`config.mk`:
```
export PLATFORM = sky130hd
export DESIGN_NAME = gmii_rx_mac
export DESIGN_NICKNAME = d
export VERILOG_FILES = /design/src/rtl/gmii_rx_mac.sv
export SDC_FILE = /design/constraint.sdc
export NUM_CORES = 1
export LEC_CHECK = 0
export ABC_AREA = 1
export ABC_CLOCK_PERIOD_IN_PS = 2300
export CORE_ASPECT_RATIO = 0.6
export CORE_MARGIN = 3
export CORE_UTILIZATION = 50
export CTS_CLUSTER_DIAMETER = 80
export DETAILED_ROUTE_END_ITERATION = 7
export HOLD_SLACK_MARGIN = 0.03
export PLACE_DENSITY = 0.68
export SLEW_MARGIN = 20
export SYNTH_ARGS = -nofsm -noshare
export SYNTH_HDL_FRONTEND = slang
export SYNTH_SLANG_ARGS = --single-unit
```
`constraint.sdc`:
```
create_clock -name phy_rx_clk -period 2.3 [get_ports phy_rx_clk]
set_clock_uncertainty 0.2 [all_clocks]
set_input_delay 0.46 -clock phy_rx_clk [delete_from_list [all_inputs] [get_ports phy_rx_clk]]
set_output_delay 0.46 -clock phy_rx_clk [all_outputs]
set_load 0.01 [all_outputs]
```
`src/rtl/gmii_rx_mac.sv`:
```
// gmii_rx_mac: GMII receive MAC. Strips preamble/SFD and FCS, checks CRC-32,
// length and PHY errors, and writes bytes plus a status trailer to a 9-bit FIFO.
module gmii_rx_mac #(
  parameter int unsigned MIN_LEN = 64,
  parameter int unsigned MAX_LEN = 1518
) (
  input  logic       phy_rx_clk,
  input  logic       sys_rst_n,
  input  logic       phy_rx_dv,
  input  logic       phy_rx_er,
  input  logic [7:0] phy_rxd,
  input  logic       fifo_full,
  output logic       wr_en,
  output logic [8:0] wr_data,
  output logic       frame_ok,
  output logic       frame_err
);

  localparam int unsigned LEN_W       = 13;
  localparam logic [31:0] CRC_INIT    = 32'hFFFF_FFFF;
  localparam logic [31:0] CRC_RESIDUE = 32'hDEBB_20E3;
  localparam logic [31:0] CRC_POLY_R  = 32'hEDB8_8320;
  localparam logic [7:0]  PRE_BYTE    = 8'h55;
  localparam logic [7:0]  SFD_BYTE    = 8'hD5;
  localparam logic [7:0]  STAT_GOOD   = 8'h01;

  typedef enum logic [1:0] {
    S_WAIT,
    S_IDLE,
    S_PRE,
    S_DATA
  } state_e;

  state_e           state_q;
  logic             dv_q;
  logic             er_q;
  logic [7:0]       rxd_q;
  logic [31:0]      crc_q;
  logic [31:0]      crc_d;
  logic [LEN_W-1:0] len_q;
  logic [LEN_W-1:0] len_d;
  logic [3:0][7:0]  dly_q;
  logic             er_seen_q;
  logic             ovf_q;
  logic             pend_q;
  logic [7:0]       pend_stat_q;
  logic [7:0]       stat_d;
  logic             data_wr_d;
  logic             sfd_d;

  // Reflected CRC-32 byte update, LSB first.
  function automatic logic [31:0] crc_upd(input logic [31:0] c, input logic [7:0] d);
    logic [31:0] r;
    r = c;
    for (int i = 0; i < 8; i++) begin
      r = (r[0] ^ d[i]) ? ((r >> 1) ^ CRC_POLY_R) : (r >> 1);
    end
    return r;
  endfunction

  // Input stage r1: register the PHY pins once.
  always_ff @(posedge phy_rx_clk or negedge sys_rst_n) begin
    if (!sys_rst_n) begin
      dv_q  <= 1'b0;
      er_q  <= 1'b0;
      rxd_q <= 8'h00;
    end else begin
      dv_q  <= phy_rx_dv;
      er_q  <= phy_rx_er;
      rxd_q <= phy_rxd;
    end
  end

  // Per-byte datapath helpers: CRC step, saturating length, write gating, status.
  always_comb begin
    crc_d     = crc_upd(crc_q, rxd_q);
    len_d     = (&len_q) ? len_q : len_q + LEN_W'(1);
    data_wr_d = (len_q >= LEN_W'(4)) && (len_q < LEN_W'(MAX_LEN)) && !ovf_q;
    stat_d    = {3'b000,
                 len_q > LEN_W'(MAX_LEN),
                 len_q < LEN_W'(MIN_LEN),
                 ovf_q,
                 er_seen_q,
                 crc_q == CRC_RESIDUE};
    sfd_d     = dv_q && (rxd_q == SFD_BYTE) && !((state_q == S_PRE) && er_q);
  end

  // Receive FSM with registered FIFO write port and status pulses.
  always_ff @(posedge phy_rx_clk or negedge sys_rst_n) begin
    if (!sys_rst_n) begin
      state_q     <= S_WAIT;
      crc_q       <= CRC_INIT;
      len_q       <= '0;
      dly_q       <= '0;
      er_seen_q   <= 1'b0;
      ovf_q       <= 1'b0;
      pend_q      <= 1'b0;
      pend_stat_q <= 8'h00;
      wr_en       <= 1'b0;
      wr_data     <= 9'h000;
      frame_ok    <= 1'b0;
      frame_err   <= 1'b0;
    end else begin
      wr_en     <= 1'b0;
      frame_ok  <= 1'b0;
      frame_err <= 1'b0;

      // A deferred trailer goes out on the first cycle the FIFO has room.
      if (pend_q && !fifo_full) begin
        wr_en     <= 1'b1;
        wr_data   <= {1'b0, pend_stat_q};
        frame_ok  <= (pend_stat_q == STAT_GOOD);
        frame_err <= (pend_stat_q != STAT_GOOD);
        pend_q    <= 1'b0;
      end

      case (state_q)
        S_WAIT: begin
          if (!dv_q) state_q <= S_IDLE;
        end

        S_IDLE, S_PRE: begin
          if (!dv_q) begin
            state_q <= S_IDLE;
          end else if (sfd_d) begin
            // A frame arriving behind an undelivered trailer is dropped whole.
            if (pend_q) begin
              state_q <= S_WAIT;
            end else begin
              state_q   <= S_DATA;
              crc_q     <= CRC_INIT;
              len_q     <= '0;
              er_seen_q <= 1'b0;
              ovf_q     <= 1'b0;
            end
          end else if ((rxd_q == PRE_BYTE) && !((state_q == S_PRE) && er_q)) begin
            state_q <= S_PRE;
          end else begin
            state_q <= S_WAIT;
          end
        end

        S_DATA: begin
          if (dv_q) begin
            crc_q     <= crc_d;
            len_q     <= len_d;
            er_seen_q <= er_seen_q | er_q;
            dly_q     <= {dly_q[2:0], rxd_q};
            // Byte leaving the 4-deep line is payload; the FCS never leaves it.
            if (data_wr_d) begin
              if (fifo_full) begin
                ovf_q <= 1'b1;
              end else begin
                wr_en   <= 1'b1;
                wr_data <= {1'b1, dly_q[3]};
              end
            end
          end else begin
            state_q <= S_IDLE;
            if (!fifo_full) begin
              wr_en     <= 1'b1;
              wr_data   <= {1'b0, stat_d};
              frame_ok  <= (stat_d == STAT_GOOD);
              frame_err <= (stat_d != STAT_GOOD);
            end else begin
              pend_q      <= 1'b1;
              pend_stat_q <= stat_d;
            end
          end
        end

        default: state_q <= S_WAIT;
      endcase
    end
  end

endmodule
```
# Word level (Yosys, flattened, before mapping)
# Cells that the tools add are included.
dict set report classes {
  div_mod_pow 0
  shift 0
  n_mux 57
  eq_ne 18
  order_cmp 4
  add_sub_neg 1
  n_mul 0
  reduce_logical 20
  n_bitwise 18
}
# cell count
set ops {}
lappend ops {{$mux W32} 12}
lappend ops {{$not A13 Y14} 8}
lappend ops {{$mux W13} 5}
lappend ops {{$pmux W32 S2} 1}
lappend ops {{$mux W9} 6}
lappend ops {{$eq A32 B32 Y1 const B} 1}
lappend ops {{$pmux W13 S2} 1}
lappend ops {{$mux W1} 24}
lappend ops {{$ne A2 B2 Y1 const B} 8}
lappend ops {{$add A13 B1 Y13 const B} 1}
lappend ops {{$ge A13 B3 Y1 const B} 1}
lappend ops {{$gt A13 B11 Y1 const B} 1}
lappend ops {{$lt A13 B11 Y1 const B} 1}
lappend ops {{$lt A13 B7 Y1 const B} 1}
lappend ops {{$reduce_and A13 Y1} 1}
lappend ops {{$eq A5 B1 Y1 const B} 2}
lappend ops {{$mux W2} 5}
lappend ops {{$ne A5 B1 Y1 const B} 2}
lappend ops {{$eq A8 B7 Y1 const B} 1}
lappend ops {{$eq A8 B8 Y1 const B} 1}
lappend ops {{$xor A1 B1 Y1} 8}
lappend ops {{$logic_and A1 B1 Y1} 7}
lappend ops {{$reduce_and A7 Y1} 1}
lappend ops {{$reduce_and A6 Y1} 1}
lappend ops {{13 further kinds} 18}
dict set report word_totals {
  elab_cells 136
  rom_bits 0
  input_bits 13
  register_bits 109
  n_memories 0
  latchBits 0
  ramBits 0
}

# Longest topological paths before layout
# Gate-level depths: netlist of the first run.
dict set report logic_depth {
  depth_word 18
  mapped_depth 13
}

# Worst setup path before layout of the first run
# No wires, ideal clock.
dict set report synth_timing {
  kind {flip-flop to flip-flop}
  startpoint {reg state_q[0]}
  endpoint {reg crc_q[18]}
  arrival_time_ps 1526
  period_less_slack_ps 1799
  setup_slack_ps 501
  required_ps 2028
  path_buffers 1
  path_stages_with_launch 12
  setup_time_ps 72
  path_cell_list {dfrtp_1 ha_1 nand2_2 inv_2 nand2_1 o21ai_1 nand2_2 inv_2 buf_4 or2_2 nand2_1 inv_1}
}
dict set report synth_via {
  elab_chain_cells 6
  elab_cells_between_ends 14
  classes_between {eq/ne: 7; mux: 1; reduce/logical: 6}
}
# item line_no
set synth_lines {}
lappend synth_lines {{start: declaration} 34} ;# state_e state_q;
lappend synth_lines {{start signal: assignment} 91} ;# state_q <= S_WAIT;
lappend synth_lines {{start signal: assignment} 119} ;# if (!dv_q) state_q <= S_IDLE;
lappend synth_lines {{start signal: assignment} 124} ;# state_q <= S_IDLE;
lappend synth_lines {{$eq A2 B2 Y1} {85, 117}}
lappend synth_lines {{$logic_and A1 B1 Y1} 85} ;# sfd_d = dv_q && (rxd_q == SFD_BYTE) && !((state_q == S_PRE) && er_q);
lappend synth_lines {{$logic_not A1 Y1} 85}
lappend synth_lines {{$logic_and A1 B1 Y1} 85}
lappend synth_lines {{$ne A2 B2 Y1 (no source line)} n/a}
lappend synth_lines {{$reduce_and A5 Y1 (no source line)} n/a}
lappend synth_lines {{end signal: assignment} 145} ;# crc_q <= crc_d;
lappend synth_lines {{end: declaration} 38} ;# logic [31:0] crc_q;
# Parallel ways exist; a longest one is shown, timed or not.
# A chain may end at the register's enable or synchronous reset.

# Final worst setup path of the first run
dict set report layout_timing {
  startpoint {reg rxd_q[7]}
  endpoint {reg crc_q[26]}
}
dict set report layout_via {
  elab_chain_cells 5
  elab_cells_between_ends 9
  classes_between {eq/ne: 2; mux: 3; bitwise: 1; reduce/logical: 3}
}
# item line_no
set layout_lines {}
lappend layout_lines {{start: declaration} 37} ;# logic [7:0] rxd_q;
lappend layout_lines {{start signal: assignment} 70} ;# rxd_q <= phy_rxd;
lappend layout_lines {{$eq A8 B8 Y1} 85}
lappend layout_lines {{$logic_and A1 B1 Y1 (2 in a row)} 85}
lappend layout_lines {{$ne A2 B2 Y1 (no source line)} n/a}
lappend layout_lines {{$reduce_and A5 Y1 (no source line)} n/a}
# Parallel ways exist; a longest one is shown, timed or not. The select of a mux whose other input is x is not followed.

==> results of run 1 <==
flip-flops by register name, summed over array words and instances, names as in the netlist, named ones only:
signal and flops:
crc_q 32, dly_q 32, dv_q 1, er_q 1, er_seen_q 1, frame_err 1
frame_ok 1, len_q 13, ovf_q 1, pend_q 1, pend_stat_q 5, rxd_q 8
state_q 2, wr_data 8, wr_en 1
logic make-up after synthesis:
group                    Yosys count  synth area share (%)
AO/OA/AOI/OAI                    100                  8.84
XOR/XNOR                          52                  7.94
adder cells (fa/ha/maj)            4                 0.818
buffers and inverters            124                  8.57
flip-flops                       109                  45.2
multiplexers                       3                 0.491
AND/OR/NAND/NOR                  401                  28.1
synthesized netlist by cell type, types with 3 or more instances:
| master | number | area, sq um |
|---|---|---|
| nand2_1 | 254 | 953 |
| o21ai_1 | 11 | 55.1 |
| nor4_1 | 5 | 31.3 |
| nor3_1 | 14 | 70.1 |
| buf_4 | 4 | 30.0 |
| xor2_1 | 37 | 324 |
| nand2_2 | 8 | 50.1 |
| nor2_1 | 42 | 158 |
| buf_2 | 5 | 25.0 |
| mux2i_1 | 3 | 30.0 |
| xnor2_1 | 11 | 96.3 |
| nand4_1 | 7 | 43.8 |
| buf_6 | 5 | 56.3 |
| a22oi_1 | 12 | 90.1 |
| nor3_2 | 3 | 30.0 |
| clkbuf_1 | 7 | 26.3 |
| inv_2 | 7 | 26.3 |
| dfstp_2 | 32 | 841 |
| nand3_1 | 57 | 285 |
| nor2_2 | 3 | 18.8 |
| o21ai_0 | 62 | 310 |
| inv_1 | 94 | 353 |
| xnor2_2 | 3 | 48.8 |
| a21oi_1 | 10 | 50.1 |
| dfrtp_1 | 77 | 1930 |
| ha_1 | 4 | 50.1 |
through the flow:
stage | TNS, ps | area (sq um)
global route | 0 | 7010
global placement | -34.6 | 6650
floorplan | 0 | 6120
finish | 0 | 7010
detailed placement | -331 | 6650
CTS | 0 | 6980
tightest hold or removal path: cells and delay by family, from the launching register on:
family           cells  cell delay, ps
flip-flops           1             350
AND/OR/NAND/NOR      2             100
layer usage:
layer  wire length (microns)  vias up  track usage, %
met5                       0        -               0
met4                     170        0            6.17
met3                    1620       17            6.37
met2                    6250      250            31.6
met1                    7910     2568            39.4
li1                        -     2590               -
worst min-delay path by stage:
stage                      to       from  slack (ps)
detailed placement  dly_q[29]  dly_q[21]         260
global placement    dly_q[31]  dly_q[23]         250
global route        crc_q[24]  crc_q[24]         300
CTS                 dly_q[31]  dly_q[23]         290
floorplan           async pin  sys_rst_n         -40
finish              dly_q[31]  dly_q[23]         280
placed cells by master, fill, tap and decap left out, drive strengths merged, types with 10 or more instances in the layout:
cell,count
nand2,263
inv,105
dfrtp,77
o21ai,73
nand3,57
nor2,46
xor2,38
dfstp,32
buf,29
clkdlybuf4s50,23
nor3,18
xnor2,14
a22oi,12
a21oi,10
cell type report:
cell class | count | area, sq um
timing repair buffer | 53 | 483
inverter | 101 | 379
fill | 1015 | 4590
sequential | 109 | 2770
clock inverter | 7 | 93.8
multi-input combinational | 560 | 2860
tap | 160 | 200
clock buffer | 9 | 225
where the power goes:
group	internal (mW)	switching, mW
Combinational	0.352	0.598
Sequential	2.07	0.124
Clock	0.796	0.834
repair_timing:
item                       4_1_cts  5_1_grt
setup endpoints to repair        5       16
gates resized for setup          1        6
pin swaps                        0        0
hold buffers                     1        0
hold endpoints to repair        30        0
==> metrics, run 1 <==
Core ar. 11600 sq um; share of cells above drive strength 1 13.2%; register bit total from synthesis 109; Setup WS pre-CTS -75.9 ps; synth unique cells 38; Critical Path AT 2220 ps; Setup crit end kind register; Hold WS 280 ps; I/O pin cnt 25; largest net degree at the start of global routing 38; status finished clean; fin. max-slew vios 0; initial antenna violation count 0; drt drc 0; GRT Residual Overflow 0; Syn-to-layout area delta 14.5%; final setup violation count 0; ANT nets after route 0; Non-Filler Instances 999; Slowest cell on crit path dfrtp_1; Worst Setup Path Type reg -> reg; crit path cell chain inv_1 > nand2_1 > nand2_1 > nand2_1 > nand2_1 > nand3_1 > nand2_4 > inv_1 > nand2_1 > nand3_1 > o21ai_1 > inv_1; cell family with most CP delay simple AND/OR/NAND/NOR gates; DP HPWL 12000 microns; clock-pin slew of the registers on the worst-case setup and hold paths 90 ps; syn_nets 810; clock buffers created by TritonCTS 9; Total Wirelength 15900 microns; syn avg cell area 7.71 sq um; Worst R2R Start rxd_q[7]; Crit path top cell by count nand2_1; clk_lat worst skew 350 ps; I/O Buffers 24; Worst-Margin Slew 518 ps; Worst path max stage delay 460 ps; Max Fclk 470 MHz; peak supply drop 0.394 mV; first-pass GRT wire length 26200 microns; placed insts 982; Root Driver clkbuf_16; Buf/Inv on CP 3; Die W 149 microns; Synth warnings 0; WP depth 12; initial DRC count 571; # clock sinks 109; Post-synth EDFFs 0; Total GRT Usage 24.3%; Critical Path Source Type register; drt via density 5.43; Leak 3.44 nW; Syn Inst Count 793; period utilisation layout 92.4%; GP Congestion 0.932; Setup crit end crc_q[26]; Mapped Area 6120 sq um; worst endpoint required time 2390 ps; asr flop ratio synth 100%; Worst Setup SP rxd_q[7]; Fin. Hold Viols 0; CTS tree done; full die area 13600 sq um; max-cap check violation count 0; hold path depth 2; H-Tree Depth 3; DR WL/cell 16.0 microns; FP Rows 30; reg2reg end crc_q[26]; worst setup margin 174 ps; total power divided by cell area 682 nW/um^2; total power 4.78 mW; worst min-delay path class reg -> reg; fin util 60.4%; reg2reg path depth 12; Clock Tree Buf Depth 2; RSZ-0062 raised after global routing no; Max FO, Critical Path 8; NumNets Final 851; crit path time final 2130 ps; Initial Util 52.7%; Reg2Reg Setup Slack 170 ps; commonest register cell after synthesis dfrtp_1; # diodes 0; vias in the first global route 4995; Pre-antenna DRT Iters 5; Slew headroom 65.2%; via count 5425; Die Height 91.7 microns; Seq/Total Area, Yosys 45.2%; setup bufs post-CTS 0
(Power assumes the default switching activity.)
==> run 2: changes to the inputs <==
- ABC_CLOCK_PERIOD_IN_PS: 2300 -> 2600
- CORE_UTILIZATION: 50 -> 60
- PLACE_DENSITY: 0.68 -> 0.79
- clock period: 2.3 -> 2.6 ns (I/O delays scaled with it)
==> run 2 against run 1 <==
Effect of this change:
- flip-flop and latch count unchanged
- clock power decreased by 12%
- first-iteration DRC count is 7.4% lower
- sequential share of layout area up 1.1 points
- register-to-register slack better by 140 ps
==> metrics, run 2 (same netlist as run 1, synthesis figures left out) <==
first-pass GRT wire length 24700 microns; WL met1 7280 microns; Max Fclk 438 MHz; met3 WL post-DR 1130 microns; placed insts 937; share of cells above drive strength 1 11.3%; peak supply drop 0.388 mV; clock-pin slew of the registers on the worst-case setup and hold paths 80 ps; internal power 2.83 mW; Die W 136 microns; final setup violation count 0; via count 5222; clock buffers created by TritonCTS 9; reg2reg path depth 10; Reg2Reg Setup Slack 320 ps; setup bufs post-CTS 0; Root Driver clkbuf_16; # clock sinks 109; Slew headroom 62.7%; I/O pin cnt 25; DP HPWL 10800 microns; RSZ-0062 raised after global routing no; combinational power share 19.3%; TNS Setup 0 ps; total power divided by cell area 614 nW/um^2; hold path depth 2; DR WL/cell 15.7 microns; most common cell after layout, fill and taps aside nand2_1; cell family with most CP delay simple AND/OR/NAND/NOR gates; Worst R2R Start rxd_q[5]; worst min-delay path class reg -> reg; NetSw 1.35 mW; Sw Share 32.3%; status finished clean; Non-Filler Instances 954; fin. max-slew vios 0; commonest cells after routing, fill and taps aside 254 x nand2_1, 94 x inv_1, 77 x dfrtp_1, 62 x o21ai_0, 57 x nand3_1; Max FO, Critical Path 19; top flop regs crc_q x32, dly_q x32, len_q x13; Worst Setup Path Type reg -> reg; GP Congestion 0.929; NumNets Final 836; Worst Hold End dly_q[29]; # diodes 0; Final Instance Area 6820 sq um; clk_lat worst skew 360 ps; full die area 11500 sq um; Crit path top cell by count nand2_1; Leak 3.34 nW; Die Height 84.2 microns; Hold WS 272 ps; Clk pwr share 34.4%; Setup crit end kind register; WP depth 10; Critical Path Source Type register; max-cap check violation count 0; Syn-to-layout area delta 11.5%; Pre-antenna DRT Iters 5; crit path time final 2280 ps; reg2reg end ovf_q; crit path cell chain inv_1 > nand2_1 > nor3_2 > nand4_1 > nand2_1 > nand2_2 > inv_2 > buf_4 > nand3_1 > a21oi_1; Critical Path AT 2360 ps; Total Wirelength 14900 microns; worst endpoint required time 2680 ps; Worst-Margin Slew 554 ps; FP Rows 27; ANT nets after route 0; Initial Util 64.2%; period utilisation layout 87.7%; GRT Residual Overflow 0; Reg power frac 46.4%; Clock Tree Buf Depth 2; DP Area 6480 sq um; H-Tree Depth 3; vias in the first global route 4870; drt drc 0; initial DRC count 529; I/O Buffers 24; Slowest cell on crit path dfrtp_1; Worst path max stage delay 410 ps; met2 WL 6330 microns; largest net degree at the start of global routing 66; Buf/Inv on CP 3; Fin. Hold Viols 0; Core ar. 9530 sq um; initial antenna violation count 0; Total GRT Usage 27.3%; CTS tree done; drt via density 5.47; DR top layer met4; min-delay src dly_q[21]
## run 2: cell types whose count changed in the layout (fill, tap and decap cells not counted), sizes merged
cell and change:
inv -2, clkinv +2, buf -15
## run 2: cell type report
class,instances,area (sq um)
flip-flops and latches,109,2770
well taps,130,163
fillers,750,2710
repair buffers,38,358
inverters,101,379
clock buffers,9,225
multi-input cells,560,2830
clock inverters,7,98.8
## run 2: metrics by stage
| step | setup slack, ps | util [%] | power (mW) |
|---|---|---|---|
| 6_report | 319 | 71.6 | 4.19 |
| 5_1_grt | 118 | 71.6 | 4.39 |
| 4_1_cts | 319 | 71.6 | 4.19 |
| 3_5_place_dp | 244 | 68.0 | 2.75 |
| 3_3_place_gp | 316 | 68.0 | 2.72 |
| 2_1_floorplan | 801 | - | 2.50 |
## run 2: worst min-delay path, cell delays in order, from the launching register on
cell and delay, ps:
dfrtp_1 350, nand2_1 50, nand2_1 40
## run 2: power by group through the flow
stage | Sequential, mW | Combinational, mW | Clock, mW
CTS | 1.93 | 0.796 | 1.46
global route | 1.95 | 0.900 | 1.54
detailed placement | 1.96 | 0.786 | 0
global placement | 1.96 | 0.765 | 0
floorplan | 1.93 | 0.571 | 0
finish | 1.94 | 0.807 | 1.44
## run 2: metal layers
layer	GRT usage, %	vias to the layer above
met5	0	-
met4	7.04	0
met3	6.17	21
met2	38.6	193
met1	42.5	2458
li1	-	2550
## run 2: timing repair
item                       4_1_cts  5_1_grt
hold buffers                     1        0
gates resized for setup          0        1
setup endpoints to repair        0        3
hold endpoints to repair         5        0
## run 2: worst max-delay path by stage
stage	from	endpoint	slack [ps]
6_report	rxd_q[5]	ovf_q	320
5_1_grt	len_q[0]	len_q[5]	120
4_1_cts	len_q[1]	wr_data[0]	320
3_5_place_dp	fifo_full	wr_data[1]	240
3_3_place_gp	fifo_full	wr_data[1]	320
2_1_floorplan	state_q[0]	crc_q[18]	800
==> run 3: changes to the inputs <==
- PLACE_DENSITY: 0.79 -> 0.83
==> run 3 against run 2 <==
Effect of this change:
- total power rose by 1.4%
- clock power rose by 3%
- sequential share of layout area barely moved
- worst setup slack improved by 53 ps
- highest routed layer unchanged
==> metrics, run 3 (same netlist as run 1, synthesis figures left out) <==
Critical Path AT 2310 ps; Clock Tree Buf Depth 2; drt via density 5.63; NetSw 1.33 mW; Max FO, Critical Path 19; crit path time final 2230 ps; Root Driver clkbuf_16; fin util 71.6%; drt drc 0; final setup violation count 0; clk_lat worst skew 360 ps; H-Tree Depth 3; I/O pin cnt 25; DR WL/cell 16.0 microns; Syn-to-layout area delta 11.5%; combinational power share 19.2%; Initial Util 64.2%; most common cell after layout, fill and taps aside nand2_1; Sw Share 31.4%; crit path cell chain inv_2 > nor3_2 > nand4_1 > nand2_1 > nand2_2 > inv_2 > buf_4 > nand3_1 > a21oi_1; Fin. Hold Viols 0; Reg power frac 45.7%; multi-input logic area 2830 sq um; Worst-Margin Slew 524 ps; Buf/Inv on CP 3; min-delay src dly_q[21]; Pre-antenna DRT Iters 7; DP HPWL 11000 microns; register area 2770 sq um; # diodes 0; full die area 11500 sq um; Crit path top cell by count inv_2; worst min-delay path class reg -> reg; Total GRT Usage 28.1%; Slew headroom 65.1%; CTS tree done; worst endpoint required time 2680 ps; NumNets Final 837; Die W 136 microns; placed insts 938; FP Rows 27; Worst path max stage delay 590 ps; # clock sinks 109; Max Fclk 449 MHz; Non-Filler Instances 955; status finished clean; RSZ-0062 raised after global routing no; max-cap check violation count 0; Slowest cell on crit path dfrtp_1; TNS Setup 0 ps; Worst Setup Path Type reg -> reg; Leak 3.35 nW; I/O Buffers 24; largest net degree at the start of global routing 47; Die Height 84.2 microns; ANT nets after route 0; GP Congestion 0.920; vias in the first global route 5142; fin. max-slew vios 0; GRT Residual Overflow 0; Worst R2R Start dv_q; total power divided by cell area 622 nW/um^2; share of cells above drive strength 1 11.3%; Core ar. 9530 sq um; Worst Setup SP dv_q; Setup crit end kind register; top flop regs crc_q x32, dly_q x32, len_q x13; via count 5380; Total Wirelength 15200 microns; clock-pin slew of the registers on the worst-case setup and hold paths 80 ps; Critical Path Source Type register; CTS resizes 0; commonest cells after routing, fill and taps aside 254 x nand2_1, 94 x inv_1, 77 x dfrtp_1, 62 x o21ai_0, 57 x nand3_1; Clk pwr share 35.1%; fillers 751; initial DRC count 474; clock buffers created by TritonCTS 9; peak supply drop 0.387 mV; cell family with most CP delay simple AND/OR/NAND/NOR gates; internal power 2.91 mW; initial antenna violation count 0; period utilisation layout 85.7%; first-pass GRT wire length 25500 microns
==> run 3: cell type report <==
cell class,count,share of cell area [%]
clock inverter,7,1.43
clock buffer,9,3.30
timing repair buffer,39,5.35
multi-input combinational,560,41.4
sequential,109,40.6
inverter,101,5.56
tap,130,2.38
==> run 3: metal layers <==
layer | global-route usage (%) | routed length (microns) | vias to the layer above
met1 | 41.7 | 7000 | 2519
li1 | - | - | 2563
met3 | 6.41 | 1400 | 34
met4 | 7.04 | 253 | 0
met2 | 42.0 | 6580 | 264
met5 | 0 | 0 | -
==> run 3: worst paths after layout <==
path / to / slack, ps / depth (start not counted)
min in group asynchronous: wr_data[1] / 480 / 2
min reg2reg: dly_q[29] / 270 / 2
min: dly_q[29] / 270 / 2
max reg2reg: ovf_q / 370 / 9
max in group asynchronous: dly_q[25] / 950 / 3
max: ovf_q / 370 / 9
==> run 3: power by group through the flow <==
stage / Sequential (mW) / Clock, mW / Combinational (mW)
global route: 1.95 / 1.59 / 0.909
floorplan: 1.93 / 0 / 0.571
finish: 1.94 / 1.49 / 0.813
CTS: 1.94 / 1.51 / 0.800
detailed placement: 1.97 / 0 / 0.783
global placement: 1.96 / 0 / 0.756
==> run 3: per-stage QoR <==
step / setup WS [ps] / total power [mW] / hold slack, ps / area (sq um)
final: 372 / 4.25 / 270 / 6820
after global routing: 178 / 4.45 / 313 / 6820
after CTS: 404 / 4.25 / 273 / 6820
after detailed placement: 236 / 2.75 / 251 / 6490
after global placement: 310 / 2.72 / 249 / 6490
after floorplan: 801 / 2.50 / 24.4 / 6120
==> run 3: tightest hold or removal path: cells and delay by family (launching register included) <==
family	cells	cell delay (ps)
and+or+nand+nor	2	90
DFF	1	350
==> run 3: timing repair <==
| action | 4_1_cts | 5_1_grt |
|---|---|---|
| setup buffers | 0 | 0 |
| hold buffers | 1 | 0 |
| hold endpoints to repair | 22 | 0 |
| endpoints found under the setup margin | 0 | 0 |
